**src/rtl/cv32e40p_voter_pkg.sv**
```systemverilog
// cv32e40p_voter_pkg: shared voter mode encoding and default mismatch threshold
package cv32e40p_voter_pkg;
  typedef enum logic [1:0] {
    VOTE_TMR  = 2'b00,
    VOTE_DMR  = 2'b01,
    VOTE_FAIL = 2'b10
  } voter_mode_e;
  localparam int VOTE_THRESH = 4;
endpackage

```
**src/rtl/cv32e40p_voter_generic.sv**
```systemverilog
// cv32e40p_voter_generic: bitwise 2-of-3 majority of three WIDTH-bit replica results
module cv32e40p_voter_generic #(
  parameter int WIDTH = 32
) (
  input  logic [WIDTH-1:0] res1_i,
  input  logic [WIDTH-1:0] res2_i,
  input  logic [WIDTH-1:0] res3_i,
  output logic [WIDTH-1:0] result_o
);
  assign result_o = (res1_i & res2_i) | (res1_i & res3_i) | (res2_i & res3_i);
endmodule

```
**src/rtl/cv32e40p_voter_fault_mgr.sv**
```systemverilog
// cv32e40p_voter_fault_mgr: TMR voter that retires persistently disagreeing replicas, degrading TMR->DMR->FAIL
module cv32e40p_voter_fault_mgr
  import cv32e40p_voter_pkg::*;
#(
  parameter int WIDTH  = 32,
  parameter int THRESH = VOTE_THRESH
) (
  input  logic             clk,
  input  logic             rst,
  input  logic             valid_i,
  input  logic [WIDTH-1:0] res1_i,
  input  logic [WIDTH-1:0] res2_i,
  input  logic [WIDTH-1:0] res3_i,
  input  logic             clear_i,
  output logic [WIDTH-1:0] result_o,
  output logic             faulty_o,
  output logic [2:0]       mismatch_o,
  output logic [2:0]       perm_fault_o,
  output logic [1:0]       mode_o,
  output logic             uncorr_o
);
  localparam int CNT_W = $clog2(THRESH + 1);
  localparam logic [CNT_W-1:0] LIMIT = CNT_W'(THRESH);
  voter_mode_e mode_q, mode_d;
  logic [2:0] perm_q, perm_d, mm_tmr, reach;
  logic unc_q, unc_d, pair_diff, tmr_upd;
  logic [CNT_W-1:0] cnt_q [3];
  logic [CNT_W-1:0] cnt_d [3];
  logic [WIDTH-1:0] maj, sel;
  cv32e40p_voter_generic #(.WIDTH(WIDTH)) u_vote (
    .res1_i  (res1_i),
    .res2_i  (res2_i),
    .res3_i  (res3_i),
    .result_o(maj)
  );
  assign sel = !perm_q[0] ? res1_i : !perm_q[1] ? res2_i : !perm_q[2] ? res3_i : res1_i;
  assign pair_diff = (perm_q[0] ? res2_i : res1_i) != (perm_q[2] ? res2_i : res3_i);
  assign mm_tmr = {res3_i != maj, res2_i != maj, res1_i != maj};
  assign tmr_upd = valid_i && mode_q == VOTE_TMR;
  assign result_o = mode_q == VOTE_TMR ? maj : sel;
  assign mismatch_o = mode_q == VOTE_TMR ? mm_tmr : mode_q == VOTE_DMR && pair_diff ? ~perm_q : 3'b000;
  assign faulty_o = mode_q == VOTE_TMR ? |mm_tmr : mode_q == VOTE_DMR ? pair_diff : 1'b1;
  assign perm_fault_o = perm_q;
  assign mode_o = mode_q;
  assign uncorr_o = unc_q;
  always_comb begin
    mode_d = mode_q;
    perm_d = perm_q;
    unc_d = unc_q;
    for (int k = 0; k < 3; k++) begin
      cnt_d[k] = cnt_q[k];
      if (tmr_upd) cnt_d[k] = mm_tmr[k] ? (cnt_q[k] == LIMIT ? LIMIT : cnt_q[k] + 1'b1) : '0;
      reach[k] = tmr_upd && cnt_d[k] == LIMIT;
    end
    if (|reach) begin
      perm_d = perm_q | reach;
      unc_d = (reach[0] & reach[1]) | (reach[0] & reach[2]) | (reach[1] & reach[2]);
      mode_d = unc_d ? VOTE_FAIL : VOTE_DMR;
    end
    if (valid_i && mode_q == VOTE_DMR && pair_diff) begin
      mode_d = VOTE_FAIL;
      unc_d = 1'b1;
    end
    if (clear_i) begin
      mode_d = VOTE_TMR;
      perm_d = '0;
      unc_d = 1'b0;
      for (int k = 0; k < 3; k++) cnt_d[k] = '0;
    end
  end
  always_ff @(posedge clk) begin
    if (rst) begin
      mode_q <= VOTE_TMR;
      perm_q <= '0;
      unc_q <= 1'b0;
      for (int k = 0; k < 3; k++) cnt_q[k] <= '0;
    end else begin
      mode_q <= mode_d;
      perm_q <= perm_d;
      unc_q <= unc_d;
      for (int k = 0; k < 3; k++) cnt_q[k] <= cnt_d[k];
    end
  end
endmodule
```
**config.mk**
```make
export PLATFORM = sky130hd
export DESIGN_NAME = cv32e40p_voter_fault_mgr
export DESIGN_NICKNAME = d
export VERILOG_FILES = /design/src/rtl/cv32e40p_voter_pkg.sv /design/src/rtl/cv32e40p_voter_generic.sv /design/src/rtl/cv32e40p_voter_fault_mgr.sv
export SDC_FILE = /design/constraint.sdc
export NUM_CORES = 1
export LEC_CHECK = 0
export CAP_MARGIN = 10
export CORE_ASPECT_RATIO = 1.1
export CORE_MARGIN = 2
export CORE_UTILIZATION = 51
export DETAILED_ROUTE_END_ITERATION = 10
export PLACE_DENSITY = 0.83
export SYNTH_ARGS = -nofsm -noshare
export SYNTH_HDL_FRONTEND = slang
export SYNTH_SLANG_ARGS = --single-unit
```
**constraint.sdc**
```tcl
create_clock -name clk -period 4.3 [get_ports clk]
set_clock_uncertainty 0.15 [all_clocks]
set_input_delay 0.86 -clock clk [delete_from_list [all_inputs] [get_ports clk]]
set_output_delay 0.86 -clock clk [all_outputs]
set_load 0.01 [all_outputs]
```
## Yosys cells after proc, flatten, opt, wreduce, memory -nomap -nowiden

Memories as Yosys holds them, arrays and structs flattened.
Index checks and enable logic that the tools add are counted.

- Add/subtract/negate cells: 3
- Equality and inequality tests: 11
- Bitwise gates (word level): 15
- Multiplexer cells: 31
- Reduce and logical (&&, ||, !) cells: 13

Operator list:

| operator | count |
|---|---|
| 2-to-1 mux 32 bit | 6 |
| != test 32 bit | 4 |
| AND 32 bit | 3 |
| bitwise OR 32 bit | 2 |
| 2-to-1 mux 3 bit | 14 |
| equality test 3 bit (second input constant) | 6 |
| adder 3 x 1 -> 3 bit (second input constant) | 3 |
| 2-to-1 mux 9 bit | 1 |
| OR reduction 3 bit | 3 |
| logical AND 1 bit | 7 |
| 2-to-1 mux 1 bit | 7 |
| 2-to-1 mux 2 bit | 3 |
| bitwise OR 1 bit | 5 |
| AND 1 bit | 3 |
| inverter 3 bit | 1 |
| bitwise OR 3 bit | 1 |
| equality test 2 x 1 -> 1 bit (second input constant) | 1 |
| logical NOT 2 bit | 1 |
| nonzero test 2 bit | 1 |
| OR reduction 2 bit | 1 |

- Memory bits (writable): 9
- Memories kept: 1
- Flip-flop bits (word level): 6
- Output and inout port bits: 42

Memories:

| name | words | width | read ports | clocked after memory_dff | wr ports | line | RTL |
|---|---|---|---|---|---|---|---|
| cnt_q | 3 | 3 | 3 | 0 | 3 | cv32e40p_voter_fault_mgr.sv:27 | `logic [CNT_W-1:0] cnt_q [3];` |

## Logic depth before layout (Yosys ltp)

Gate-level depths: netlist of run 1.

- Depth in word-level cells: 14
- Gate-level depth with buffers: 9

## By module

Synthesis of run 1 repeated with hierarchy kept, for this count alone.

- Cell total of the unflattened synthesis: 603
- Area total of the unflattened synthesis: 4441.8 µm²

By module, submodules not included:

| module | times used | cells each | area each (µm²) |
|---|---|---|---|
| cv32e40p_voter_fault_mgr | 1 | 571 | 4081.4 |
| cv32e40p_voter_generic | 1 | 32 | 360.3 |

## Least setup slack after synthesis of run 1

OpenSTA, ideal clock, no wires.

- Path kind: input -> output
- Start: input port res1_i[2]
- End: output port faulty_o
- Arrival: 2735 ps
- Path slack: 555 ps
- Required time: 3290 ps
- Stages on the path: 7
- Buffers on the path: 1
- Cell sequence: buf_2 > and3b_1 > or4_4 > nor4_4 > nand4_2 > o21ai_1 > or4b_1

- Longest elaborated chain between the ends: 6
- Elaborated cells on any way between the ends: 12

RTL lines:

| what | line | RTL |
|---|---|---|
| start: declaration | cv32e40p_voter_fault_mgr.sv:11 | `input logic [WIDTH-1:0] res1_i,` |
| AND 32 bit | cv32e40p_voter_generic.sv:10 | `assign result_o = (res1_i & res2_i) \| (res1_i & res3_i) \| (res2_i & res3_i);` |
| bitwise OR 32 bit (2 in a row) | cv32e40p_voter_generic.sv:10 |  |
| != test 32 bit | cv32e40p_voter_fault_mgr.sv:38 | `assign mm_tmr = {res3_i != maj, res2_i != maj, res1_i != maj};` |
| OR reduction 3 bit | cv32e40p_voter_fault_mgr.sv:42 | `assign faulty_o = mode_q == VOTE_TMR ? \|mm_tmr : mode_q == VOTE_DMR ? pair_diff : 1'b1;` |
| 2-to-1 mux 1 bit (*) | cv32e40p_voter_fault_mgr.sv:42 |  |
| end: declaration | cv32e40p_voter_fault_mgr.sv:16 | `output logic faulty_o,` |

Mark *: on every way between the ends. The rest lies on a longest branch, timed or not.

## Worst setup path after layout of run 1

- Start: input port res2_i[20]
- End: output port faulty_o

- Longest elaborated chain between the ends: 6
- Elaborated cells on any way between the ends: 13

RTL lines:

| what | line | RTL |
|---|---|---|
| start: declaration | cv32e40p_voter_fault_mgr.sv:12 | `input logic [WIDTH-1:0] res2_i,` |
| AND 32 bit | cv32e40p_voter_generic.sv:10 |  |
| bitwise OR 32 bit (2 in a row) | cv32e40p_voter_generic.sv:10 |  |
| != test 32 bit | cv32e40p_voter_fault_mgr.sv:38 |  |
| OR reduction 3 bit | cv32e40p_voter_fault_mgr.sv:42 |  |
| 2-to-1 mux 1 bit (*) | cv32e40p_voter_fault_mgr.sv:42 |  |

Marks and branches as above.

==> results by group, run 1 <==
Place
  • Hpwl dp: 17.5 mm
  • Port Buf Inserts: 141
  • RD Place Congestion: 1.00
  • Placed insts: 1,159

Synthesis
  • Cell with the most instances after synthesis: a21oi_1
  • Post-synth EDFFs: 0
  • Post-synth ARST share: 0%
  • Yosys top cell area share: 12.7%
  • Seq/Total Area, Yosys: 5.65%
  • Yosys warnings: 0
  • Top cells by area, synth: a21oi_1 (13%), xor2_1 (8.4%), or3b_2 (8.1%), nand3b_1 (7.2%), buf_2 (7.0%)
  • Synth unique cells: 55
  • Commonest cells post-synth: a21oi_1 (135), buf_2 (74), nor2_1 (74)
  • Top_reg_cell synth: dfxtp_1
  • Mean Syn Cell Area: 6.46 sq um
  • Synth Instances: 822
  • FF+latch count, synth: 15
  • Post-synthesis instance area: 5310 sq um
  • Largest area contributor in the netlist: a21oi_1
  • Mapped Nets: 928

Power and ir drop
  • Peak VDD IR: 0.000148 V
  • Switching Share: 39.7%
  • Total power: 1.07 mW
  • Sequential cell fraction of total power: 13.3%
  • Power Internal: 0.646 mW
  • Power per cell area: 131 nW/um^2
  • Comb power frac: 69.7%
  • Clock Power Share: 16.9%
  • Leak pwr: 3.59 nW
  • Sw power: 0.425 mW

GRT
  • Gr usage total: 37.0%
  • Largest net degree at the start of global routing: 44
  • Initial antenna violation count: 0
  • Number of global-route vias before repair: 6,778
  • Grt total ovfl: 0
  • First-pass GRT wire length: 33.5 mm

Setup path
  • Crit path buf inv count: 3
  • Crit path max fanout: 7
  • Slowest stage cell, crit path: clkdlybuf4s50_1
  • Required @ worst endpoint: 3.29 ns
  • CP Capture Type: output port
  • Arrival time worst endpoint: 3.30 ns
  • Crit path kind: in -> out
  • Worst path cell trace: clkdlybuf4s50_1 -> buf_4 -> xor2_1 -> nor3_2 -> o32ai_2 -> o21a_1 -> o221ai_2 -> a31oi_2 -> or4b_1 -> buf_2
  • CP Launch Type: input pin
  • Crit-path max cell delay: 0.47 ns
  • CP delay by family, top: buffers and inverters

Clock tree
  • Clock Path Buffers: 2
  • Clk root buf: clkbuf_16
  • Hold-fix buffers, CTS: 0
  • CTS clk-pin slew, worst paths: 0.05 ns
  • H-tree depth: 1
  • CTS buffer count: 3
  • Sink Count: 15
  • TritonCTS clock tree: yes
  • Worst-Skew Late Latency: 0.24 ns

Finish
  • Syn-to-layout area delta: 54.0%
  • ANT cells: 0
  • Layout cells sized above 1: 30.2%
  • Final cell count without fillers: 1,169
  • Net count, final: 1,153

Die
  • Starting density of the core: 51.8%
  • Row count: 39
  • Die ar.: 11,200 sq um
  • Die Width: 101 um
  • # IOs: 142
  • Core Footprint: 10,200 sq um
  • Die height: 111 um

STA
  • Final hold vios: 0
  • Fin crit share: 100%
  • Final min period: 4.31 ns
  • Total Neg Setup Slack: -0.0100 ns
  • Worst relative slew slack: 49.5%
  • Final critical-path setup slack: -0.00729 ns
  • Fin. max-slew vios: 0
  • Slew @ Worst Pin: 0.757 ns
  • Final setup violation count: 2
  • Fmax: 232 MHz

Detailed routing
  • Routed len/inst: 19.3 um
  • DRT iter0 DRCs: 700
  • Vias/cell: 6.33
  • Final wirelength: 22.6 mm
  • # DRC: 0
  • Vias: 7,405
  • DRT Pass-1 Iters: 5
  • Final antenna-violating net count: 0

Run status
  • Failing checks: setup timing
  • Status: complete, but fails checks

Hold path
  • HP Class: reg -> reg

Job
  • Max Cap Violations: 0
==> worst register-to-register path: cells and delay by family (launching register included) <==
family	cells	cell delay [ns]
buf+inv	1	0.30
simple gates	3	1.37
flops	1	0.41
fa+ha+maj	1	0.37
compound gates	2	0.28
==> routing by layer <==
| metal | share of wire [%] | global-route usage [%] |
|---|---|---|
| met1 | 37 | 44.7 |
| met2 | 48 | 63.9 |
| met3 | 9.6 | 5.61 |
| met4 | 5.2 | 15.9 |
| met5 | 0 | 0 |
==> cells in the final DEF, fill, tap and decap left out, types with 18 or more instances in the layout <==
cell type	n
a21oi_1	124
buf_4	185
clkdlybuf4s50_1	54
dlygate4sd2_1	34
dlymetal6s2s_1	40
inv_1	25
nand2_1	21
nand2b_1	18
nand3b_1	51
nor2_1	73
o2111ai_1	24
o21a_1	29
o22ai_1	44
or3b_2	49
xnor2_1	31
xor2_1	48
==> final timing paths <==
kind                             to  slack (ns)                    from  depth (start not counted)
max                        faulty_o      -0.007              res2_i[20]                         10
min          cnt_q[0][7]$_SDFF_PP0_        0.33  cnt_q[0][7]$_SDFF_PP0_                          2
max reg2reg   uncorr_o$_SDFFE_PP0P_        1.36  mode_o[1]$_SDFFE_PP0P_                          7
min reg2reg  cnt_q[0][7]$_SDFF_PP0_        0.33  cnt_q[0][7]$_SDFF_PP0_                          2
==> kinds of logic after synthesis <==
group	share of synthesized area, %
xor+xnor	14.0
compound gates	32.4
fa+ha+maj	1.63
flops	5.65
mux	0.942
simple gates	33.0
buf+inv	12.3
==> state kept, by name, summed over array words and instances, names as in the netlist <==
signal and flops:
cnt_q 9, mode_o 2, perm_fault_o 3, uncorr_o 1
==> timing repair <==
item | 4_1_cts | 5_1_grt
setup buffers | 3 | 3
resized for setup | 75 | 93
pin swaps | 19 | 28
endpoints found under the setup margin | 4 | 4
==> per-stage QoR <==
| stage | hold WS, ns | utilization (%) | worst slack [ns] | instance area [sq um] |
|---|---|---|---|---|
| floorplan | 0.299 | - | 0.555 | 5310 |
| global placement | 0.309 | 76.0 | -0.495 | 7780 |
| detailed placement | 0.320 | 76.0 | -0.659 | 7780 |
| CTS | 0.332 | 77.4 | 0.0106 | 7930 |
| global route | 0.357 | 79.8 | -0.0806 | 8180 |
| finish | 0.329 | 79.8 | -0.00729 | 8180 |
==> power by group through the flow <==
stage	Sequential, mW	Clock (mW)	Combinational, mW
after global placement	0.145	0	0.697
after floorplan	0.145	0	0.370
after detailed placement	0.145	0	0.708
final	0.143	0.181	0.747
after CTS	0.143	0.182	0.710
after global routing	0.143	0.192	0.789
==> area by class of cell <==
type                            count  area (sq um)
Fill cell                         706          2070
Clock buffer                        4          78.8
Tap cell                          123           154
Multi-Input combinational cell    662          4600
Timing Repair Buffer              339          2950
Sequential cell                    15           300
Inverter                           26          97.6
No activity file was read; power rests on OpenSTA's default activity.
==> inputs of run 2 (changes only) <==
--- a/config.mk
+++ b/config.mk
@@ -8,9 +8,9 @@
 export CAP_MARGIN = 10
 export CORE_ASPECT_RATIO = 1.1
 export CORE_MARGIN = 2
-export CORE_UTILIZATION = 51
+export CORE_UTILIZATION = 47
 export DETAILED_ROUTE_END_ITERATION = 10
-export PLACE_DENSITY = 0.83
+export PLACE_DENSITY = 0.77
 export SYNTH_ARGS = -nofsm -noshare
 export SYNTH_HDL_FRONTEND = slang
 export SYNTH_SLANG_ARGS = --single-unit
==> results by group, run 2 (synthesis gave the netlist of run 1 again) <==
Finish
  • Net count, final: 1,145
  • Final core occ: 75.0%
  • Number of flip-flops in the largest register: 9
  • Syn-to-layout area delta: 54.9%
  • Commonest non-fill, non-tap cell in the layout: buf_4
  • Most frequent cells in the layout: buf_4 (182), a21oi_1 (129), nor2_1 (73), clkdlybuf4s50_1 (59), nand3b_1 (51)
  • Fillers: 868
  • Layout cells sized above 1: 30.0%
  • Largest reg by FF count: cnt_q

Clock tree
  • H-tree depth: 1
  • Hold-fix buffers, CTS: 0
  • Worst-Skew Late Latency: 0.24 ns
  • CTS clk-pin slew, worst paths: 0.05 ns
  • Clk root buf: clkbuf_16
  • CTS buffer count: 3
  • Clock Path Buffers: 2
  • TritonCTS clock tree: yes
  • Sink Count: 15

Setup path
  • CP Capture Type: output port
  • Arrival time worst endpoint: 3.27 ns
  • Crit path launch: res1_i[18]
  • Required @ worst endpoint: 3.29 ns
  • R2r startpoint: mode_o[1]$_SDFFE_PP0P_
  • Crit path kind: in -> out
  • CP Launch Type: input pin
  • Crit path max fanout: 4

Power and ir drop
  • Leak pwr: 3.53 nW
  • Power per cell area: 131 nW/um^2
  • Peak VDD IR: 0.000185 V

STA
  • WHS: 0.328 ns
  • Worst relative slew slack: 49.7%
  • RSZ-0062 raised after global routing: true
  • Final setup violation count: 0
  • Fin crit share: 99.5%
  • Fmax: 234 MHz
  • Total Neg Setup Slack: 0 ns
  • Final hold vios: 0
  • Slew @ Worst Pin: 0.753 ns
  • Fin. max-slew vios: 0
  • Final min period: 4.28 ns

GRT
  • Number of global-route vias before repair: 6,849
  • Grt total ovfl: 0
  • First-pass GRT wire length: 37.0 mm
  • Gr usage total: 38.5%
  • Largest net degree at the start of global routing: 41
  • Initial antenna violation count: 0

Place
  • Port Buf Inserts: 141
  • RD Place Congestion: 1.03
  • Hpwl dp: 19.2 mm

Detailed routing
  • Final wirelength: 24.7 mm
  • DRT iter0 DRCs: 804
  • DRT Pass-1 Iters: 5
  • Routed len/inst: 20.8 um
  • # DRC: 0
  • Vias: 7,353
  • Final antenna-violating net count: 0
  • Vias/cell: 6.20

Die
  • Starting density of the core: 48.5%
  • Die ar.: 12,200 sq um
  • Die Width: 105 um
  • # IOs: 142
  • Die height: 115 um
  • Core Footprint: 11,000 sq um
  • Row count: 40

Run status
  • Status: finished, final reports clean

Job
  • Max Cap Violations: 0

Hold path
  • HP Class: reg -> reg
  • Worst Hold Launch: uncorr_o$_SDFFE_PP0P_
## run 2: final timing paths
check / end / slack, ns / cells after the start
min: uncorr_o$_SDFFE_PP0P_ / 0.33 / 1
min reg2reg: uncorr_o$_SDFFE_PP0P_ / 0.33 / 1
max reg2reg: uncorr_o$_SDFFE_PP0P_ / 1.63 / 7
max: faulty_o / 0.02 / 9
## run 2: through the flow
| step | power (mW) | instance area (sq um) | worst slack, ns | std cells |
|---|---|---|---|---|
| 6_report | 1.08 | 8230 | 0.0232 | 1186 |
| 5_1_grt | 1.13 | 8220 | -0.0429 | 1185 |
| 4_1_cts | 1.04 | 7920 | -0.00487 | 1180 |
| 3_5_place_dp | 0.853 | 7710 | -0.577 | 1169 |
| 3_3_place_gp | 0.841 | 7710 | -0.564 | 1169 |
| 2_1_floorplan | 0.515 | 5310 | 0.555 | 822 |
## run 2: area by class of cell
type	count	area, sq um	area share (%)
timing repair buffer	331	2880	35.1
multi-input combinational	662	4680	56.9
clock buffer	4	78.8	0.958
sequential	15	302	3.67
inverter	26	97.6	1.19
antenna	1	2.50	0.0304
tap	147	184	2.24
## run 2: what timing repair did
item,CTS,global route
setup endpoints to repair,4,4
buffers inserted,7,5
endpoints found under the hold margin,0,0
pin swaps,23,33
gates resized for setup,76,82
## run 2: report_power, final
group          switching, mW  internal (mW)
Sequential           0.00177          0.141
Clock                 0.0561          0.126
Combinational          0.378          0.378
Total                  0.436          0.645
## run 2: metal layers
| layer | track usage (%) | vias to the layer above | routed length, um |
|---|---|---|---|
| met1 | 48.7 | 3442 | 9830 |
| met5 | 0 | - | 0 |
| met4 | 18.6 | 0 | 1320 |
| li1 | - | 3407 | - |
| met3 | 4.05 | 85 | 2010 |
| met2 | 65.6 | 419 | 11500 |
## run 2: critical path: stages
cell             delay [ns]
clkdlybuf4s50_1        0.48
a21oi_1                0.27
o22ai_2                0.13
nor4_2                 0.25
nand3_1                0.15
or2_4                  0.27
and2_1                 0.16
or4b_1                 0.52
buf_2                  0.16
==> inputs of run 3 (changes only) <==
--- a/config.mk
+++ b/config.mk
@@ -10,7 +10,8 @@
 export CORE_MARGIN = 2
 export CORE_UTILIZATION = 47
 export DETAILED_ROUTE_END_ITERATION = 10
-export PLACE_DENSITY = 0.77
+export PLACE_DENSITY = 0.8
 export SYNTH_ARGS = -nofsm -noshare
 export SYNTH_HDL_FRONTEND = slang
+export SYNTH_HIERARCHICAL = 1
 export SYNTH_SLANG_ARGS = --single-unit
==> results by group, run 3 <==
Finish
  • Commonest non-fill, non-tap cell in the layout: buf_4
  • Finished Cell Area: 7170 sq um
  • Net count, final: 958
  • ANT cells: 0
  • Final core occ: 77.5%
  • Largest reg by FF count: cnt_q
  • Layout cells sized above 1: 25.5%
  • Most frequent cells in the layout: buf_4 (148), xnor2_1 (134), clkdlybuf4s50_1 (128), nand2_1 (52), o21ai_0 (37)
  • Syn-to-layout area delta: 61.5%
  • Number of flip-flops in the largest register: 9

GRT
  • Gr usage total: 36.8%
  • Number of global-route vias before repair: 5,791
  • Largest net degree at the start of global routing: 38
  • First-pass GRT wire length: 30.4 mm
  • Initial antenna violation count: 0
  • Grt total ovfl: 0

Die
  • # IOs: 142
  • Row count: 37
  • Die height: 106 um
  • Starting density of the core: 48.0%
  • Die ar.: 10,200 sq um
  • Die Width: 96.7 um
  • Core Footprint: 9260 sq um

Synthesis
  • Post-synth EDFFs: 0
  • Largest area contributor in the netlist: xnor2_1
  • Yosys top cell area share: 29.2%
  • Mapped Nets: 709
  • Post-synthesis instance area: 4440 sq um
  • Post-synth ARST share: 0%
  • Top cells by area, synth: xnor2_1 (29%), maj3_2 (8.1%), dfxtp_1 (6.8%), a221oi_1 (6.3%), a22oi_1 (5.6%)
  • Cell with the most instances after synthesis: xnor2_1
  • Top_reg_cell synth: dfxtp_1
  • Yosys warnings: 6
  • Commonest cells post-synth: xnor2_1 (148), nand2_1 (52), clkbuf_1 (39), nor2_1 (39), o21ai_0 (37)
  • FF+latch count, synth: 15
  • Mean Syn Cell Area: 7.37 sq um
  • Seq/Total Area, Yosys: 6.76%
  • Synth Instances: 603
  • Synth unique cells: 39

Place
  • Placed Area: 6950 sq um
  • Port Buf Inserts: 141
  • RD Place Congestion: 1.08
  • Hpwl dp: 15.9 mm
  • Pre-CTS setup slack: -0.307 ns

STA
  • Final setup violation count: 0
  • WHS: 0.330 ns
  • Worst relative slew slack: 50.7%
  • Fmax: 235 MHz
  • Final hold vios: 0
  • Fin crit share: 98.9%
  • Fin. max-slew vios: 0
  • Slew @ Worst Pin: 0.738 ns
  • RSZ-0062 raised after global routing: false
  • Final critical-path setup slack: 0.0483 ns
  • Final min period: 4.25 ns

Hold path
  • Hold Crit Depth: 2
  • Hold Path End: cnt_q[0][7]$_SDFF_PP0_
  • Worst Hold Launch: cnt_q[0][7]$_SDFF_PP0_
  • HP Class: reg -> reg

Power and ir drop
  • Power per cell area: 136 nW/um^2
  • Leak pwr: 2.61 nW
  • Peak VDD IR: 0.0000971 V

Setup path
  • Worst path cell trace: clkdlybuf4s50_1 -> mux2i_1 -> xnor2_1 -> nor4_2 -> buf_4 -> nand4_1 -> o32a_4 -> o211ai_1 -> a21oi_1 -> clkdlybuf4s15_1
  • CP Launch Type: input pin
  • R2r endpoint: mode_o[0]$_SDFFE_PP0P_
  • Slowest stage cell, crit path: clkdlybuf4s50_1
  • WP depth: 10
  • CP Capture Type: output port
  • Crit path max fanout: 5
  • Crit path buf inv count: 3
  • Crit-path max cell delay: 0.51 ns
  • Arrival time worst endpoint: 3.24 ns
  • R2r startpoint: mode_o[0]$_SDFFE_PP0P_
  • Crit path kind: in -> out
  • CP delay by family, top: buffers and inverters
  • Worst R2R Path Depth: 8
  • Required @ worst endpoint: 3.29 ns
  • FF-to-FF setup slack: 1.07 ns

Detailed routing
  • DRT iter0 DRCs: 444
  • DRT Pass-1 Iters: 6
  • Vias/cell: 6.06
  • Vias: 5,863
  • Final antenna-violating net count: 0
  • Routed len/inst: 20.4 um
  • Final wirelength: 19.7 mm
  • # DRC: 0

Clock tree
  • CTS clk-pin slew, worst paths: 0.06 ns
  • H-tree depth: 1
  • TritonCTS clock tree: yes
  • Clock Path Buffers: 2
  • CTS buffer count: 3
  • Sink Count: 15
  • Worst-Skew Late Latency: 0.25 ns
  • Clk root buf: clkbuf_8

Run status
  • Status: finished, final reports clean

Job
  • Max Cap Violations: 0
## run 3: tightest hold or removal path: cells and delay by family (launching register included)
family | cells | cell delay, ns
DFF | 1 | 0.32
and+or+nand+nor | 1 | 0.06
AOI/OAI and AO/OA | 1 | 0.05
## run 3: report_power, final
group / total (mW) / switching, mW / internal (mW)
registers: 0.143 / 0.00222 / 0.141
logic: 0.720 / 0.335 / 0.385
clock network: 0.113 / 0.0471 / 0.0656
## run 3: how the worst max path moves through the flow
| stage | start | to |
|---|---|---|
| final | res3_i[23] | mismatch_o[1] |
| after global routing | res3_i[23] | mismatch_o[1] |
| after global placement | res2_i[23] | faulty_o |
| after detailed placement | res2_i[23] | mismatch_o[2] |
| after floorplan | res1_i[3] | faulty_o |
| after CTS | res2_i[7] | faulty_o |
## run 3: stage by stage
stage,power (mW),TNS (ns),std cells
2_1_floorplan,0.440,0,603
3_3_place_gp,0.821,-1.04,965
3_5_place_dp,0.830,-1.21,965
4_1_cts,0.953,-0.0145,969
5_1_grt,1.02,0,968
6_report,0.975,0,968
## run 3: area by class of cell
| cell class | instances | area (sq um) |
|---|---|---|
| inverters | 11 | 41.3 |
| clock buffers | 4 | 45.0 |
| fillers | 684 | 2090 |
| well taps | 117 | 146 |
| flip-flops and latches | 15 | 302 |
| multi-input cells | 531 | 4090 |
| repair buffers | 290 | 2550 |
## run 3: logic make-up after synthesis
family | after synthesis | synth area share [%]
adders and majority gates | 39 | 10.0
muxes | 18 | 4.06
xor gates and xnor gates | 175 | 34.5
and+or+nand+nor | 159 | 17.1
buffers and inverters | 57 | 5.41
AOI/OAI and AO/OA | 140 | 22.1
DFF | 15 | 6.76
## run 3: repair_timing
| item | 4_1_cts | 5_1_grt |
|---|---|---|
| hold buffers | 0 | 0 |
| resized for setup | 15 | 29 |
| pin swaps | 3 | 13 |
| setup buffers | 0 | 0 |
| cloned | 0 | 0 |
| endpoints found under the setup margin | 4 | 4 |
## run 3: metal layers
| layer | share of wire [%] | track usage (%) |
|---|---|---|
| met3 | 8.0 | 4.01 |
| met4 | 4.7 | 12.9 |
| met2 | 49 | 66.4 |
| met5 | 0 | 0 |
| met1 | 38 | 45.2 |
